<file path="src/rtl/priority_encoder_pkg.sv">
// priority_encoder_pkg: shared FSM state type and request/code widths.
package priority_encoder_pkg;
   localparam int N_REQ  = 4;
   localparam int CODE_W = 2;
   typedef enum logic {IDLE, GRANT} state_t;
endpackage

</file>
<file path="src/rtl/priority_encoder_prio_enc4.sv">
// prio_enc4: fixed-priority 4-to-2 encoder, in[3] highest; any flags a set bit.
module prio_enc4 (
   input  logic [3:0] in,
   output logic [1:0] idx,
   output logic       any
);
   always_comb begin
      idx = in[3] ? 2'd3 : in[2] ? 2'd2 : in[1] ? 2'd1 : 2'd0;
      any = |in;
   end
endmodule

</file>
<file path="src/rtl/priority_encoder.sv">
// priority_encoder: sticky request latch with fixed-priority grant and ack handshake.
module priority_encoder
   import priority_encoder_pkg::*;
(
   input  logic              clk,
   input  logic              rst_n,
   input  logic [N_REQ-1:0]  req,
   input  logic              ack,
   output logic [CODE_W-1:0] code,
   output logic              valid,
   output logic [N_REQ-1:0]  pending
);
   state_t            state, state_nxt;
   logic [N_REQ-1:0]  clr, pending_nxt;
   logic [CODE_W-1:0] code_nxt, enc_idx;
   logic              enc_any;

   prio_enc4 u_enc (.in(pending), .idx(enc_idx), .any(enc_any));

   // a new req on the bit being acked re-sets it, so set wins over clear
   always_comb begin
      clr         = (state == GRANT && ack) ? N_REQ'(1) << code : '0;
      pending_nxt = (pending & ~clr) | req;
      state_nxt   = (state == IDLE) ? (enc_any ? GRANT : IDLE) : (ack ? IDLE : GRANT);
      code_nxt    = (state == IDLE && enc_any) ? enc_idx : code;
   end

   always_ff @(posedge clk or negedge rst_n) begin
      if (!rst_n) begin
         state   <= IDLE;
         valid   <= 1'b0;
         code    <= '0;
         pending <= '0;
      end else begin
         state   <= state_nxt;
         valid   <= state_nxt == GRANT;
         code    <= code_nxt;
         pending <= pending_nxt;
      end
   end
endmodule

</file>
<file path="config.mk">
export PLATFORM = sky130hd
export DESIGN_NAME = priority_encoder
export DESIGN_NICKNAME = d
export VERILOG_FILES = /design/src/rtl/priority_encoder_pkg.sv /design/src/rtl/priority_encoder_prio_enc4.sv /design/src/rtl/priority_encoder.sv
export SDC_FILE = /design/constraint.sdc
export NUM_CORES = 1
export LEC_CHECK = 0
export CAP_MARGIN = 40
export CELL_PAD_IN_SITES_DETAIL_PLACEMENT = 1
export CELL_PAD_IN_SITES_GLOBAL_PLACEMENT = 1
export CORE_AREA = 5 5 42 44
export CTS_BUF_LIST = sky130_fd_sc_hd__clkbuf_16
export DETAILED_ROUTE_END_ITERATION = 10
export DIE_AREA = 0 0 47 49
export GPL_TIMING_DRIVEN = 1
export PLACE_DENSITY = 0.7
export SETUP_SLACK_MARGIN = 0.1
export SYNTH_ARGS = -nofsm -noshare
export SYNTH_HDL_FRONTEND = slang
export SYNTH_HIERARCHICAL = 1
export SYNTH_SLANG_ARGS = --single-unit
</file>
<file path="constraint.sdc">
create_clock -name clk -period 1.5 [get_ports clk]
set_input_delay 0.3 -clock clk [delete_from_list [all_inputs] [get_ports clk]]
set_output_delay 0.3 -clock clk [all_outputs]
set_load 0.005 [all_outputs]
</file>
==> run summary <==
Nets - 56
Final period util - 99.1%
drt total wl - 1010 um
area of the mapped netlist - 308 um2
vias in the first global route - 343
Final ANT Viol Nets - 0
DRC violations left - 0
Post-Synth Adder-Cell Area - 0%
worst-path maximum fanout - 3
Worst-Skew Late Latency - 0.23 ns
CTS H-tree depth - 1
Yosys cell types - 11
first-pass GRT wire length - 1570 um
status - finished, final reports clean
top sig layer - met4
Setup CP Type - flop to flop
initial core utilization - 22.0%
Site Rows - 14
Global Route Usage Sum - 9.93%
CTS Hold Bufs - 0
Mean Syn Cell Area - 12.8 um2
LEAKAGE - 0.267 nW
Ports - 14
Clock Skew - 0.000342 ns
cts bufs inserted - 3
routed wl met2 - 553 um
PwrDens - 1670 mW/mm2
DIE AREA - 0.00230 mm2
HP Class - input port to asynchronous set/reset pin
synthesis-to-layout area growth - 96.7%
vias post-DR - 289
Pwr Total - 1.01 mW
Max-slew headroom - 77.3%
Clock Tree Buf Depth - 2
register area - 175 um2
Final Hold Vio Count - 0
wire per inst - 15.8 um
M1 WL - 393 um
number of DRC markers in iteration 0 - 2
root buffer cell - clkbuf_16
CP Capture Type - flop
CP Launch Type - flop
CP arrival - 1.60 ns
worst hold slack - 0.341 ns
Final Max Tran Viols - 0
core box area - 0.00140 mm2
IO buf count - 13
layout cells sized above 1 - 29.2%
Fill cells - 161
Max-Cap Viols - 0
largest net degree at the start of global routing - 8
antenna fix cells - 0
Post-Synth Simple-Gate Area - 18.3%
maximum vdd drop - 923 uV
RSZ-0062 raised after global routing - true
initial antenna violation count - 0
via-per-instance ratio - 4.52
Multi-input gate area - 138 um2
syn nets - 31
main combinational cell family by area after synthesis - simple AND/OR/NAND/NOR gates
TritonCTS clock tree - built
worst-margin pin slew - 0.340 ns
chip height - 49 um
die width - 47 um
FMAX - 673 MHz
Compound-Gate Fraction of Synth Area - 15.0%
WP data required - 1.61 ns
Initial DRT Pass Iterations - 4
RD Place Congestion - 0.762
minimum clock period - 1.49 ns
sequential share of the synthesized area - 56.9%
post-synthesis xor/xnor area fraction - 0%
met3 routed WL - 35 um
cell count after synthesis - 24
synthesized flop and latch total - 7
Synth Warn # - 6
Num Clock Sinks - 7
total global routing overflow - 0
hpwl dp - 713 um
post-synthesis mux area share - 7.32%
final setup fails - 0
commonest non-fill, non-tap cells in the layout - dfrtp_1 (7), clkdlybuf4s50_1 (7), buf_4 (7)
Worst-path clk slew - 0.04 ns
==> cells in the mapped netlist <==
library cell  count  area share [%]
dfrtp_1           7              57
a21o_1            5              12
inv_1             2             2.4
mux2_1            2             7.3
nand4b_1          2             5.7
a21o_2            1             2.8
nand4_1           1             2.0
nand4bb_1         1             3.7
nor2b_2           1             2.8
or2_1             1             2.0
or3_1             1             2.0
==> metal layers <==
metal / track usage, % / up-vias
li1: - / 136
met1: 10.3 / 142
met2: 16.5 / 6
met3: 3.32 / 5
met4: 5.53 / 0
met5: 0 / -
==> critical path: stages, from the launching register on <==
cell and delay, ns:
dfrtp_1 0.37, or2_1 0.23, or3_1 0.31, nor2b_4 0.15
mux2_4 0.29
==> power breakdown <==
part           switching (mW)  internal [mW]  total [mW]  leakage, nW
combinational           0.128          0.189       0.316        0.159
clock                   0.101          0.347       0.448       0.0423
sequential             0.0195          0.229       0.249       0.0664
total                   0.249          0.765        1.01        0.267
==> cells by family after synthesis <==
kind of cell           count (synthesis)
and+or+nand+nor                        7
DFF                                    7
buffers and inverters                  2
AOI/OAI and AO/OA                      6
muxes                                  2
==> worst paths after layout <==
kind	from	end	slack (ns)	depth (start not counted)
worst min register to register	pending[0]	pending[0]	0.51	1
min in group clk	pending[0]	pending[0]	0.51	1
worst max-delay path	pending[2]	code[0]	0.01	4
worst max register to register	pending[2]	code[0]	0.01	4
worst min-delay path	rst_n	pending[2]	0.34	1
max in group asynchronous	rst_n	pending[0]	0.91	1
==> metrics by stage <==
step / TNS [ns] / area, um2 / std cells / worst slack, ns / util [%]
after floorplan: 0 / 320 / 24 / 0.0298 / -
after global placement: 0 / 493 / 56 / 0.0640 / 35.2
after detailed placement: 0 / 493 / 56 / 0.0178 / 35.2
after CTS: 0 / 591 / 63 / 0.0183 / 42.1
after global routing: -0.0385 / 606 / 64 / -0.0225 / 43.2
final: 0 / 606 / 64 / 0.0142 / 43.2
==> timing repair <==
item,4_1_cts,5_1_grt
gates resized for setup,3,3
endpoints found under the setup margin,8,7
pin swaps,1,1
setup buffers,3,1
==> registers in the layout, indices dropped and copies added (netlist names) <==
name / flops
valid: 1
code: 2
pending: 4
==> final cells by class <==
class                      count  area share, %
clock buffer                   3           12.4
clock inverter                 1          0.620
inverter                       2           1.24
multi-input combinational     15           22.7
sequential                     7           28.9
tap                           16           3.31
timing repair buffer          20           30.8
No activity file was read; power rests on OpenSTA's default activity.
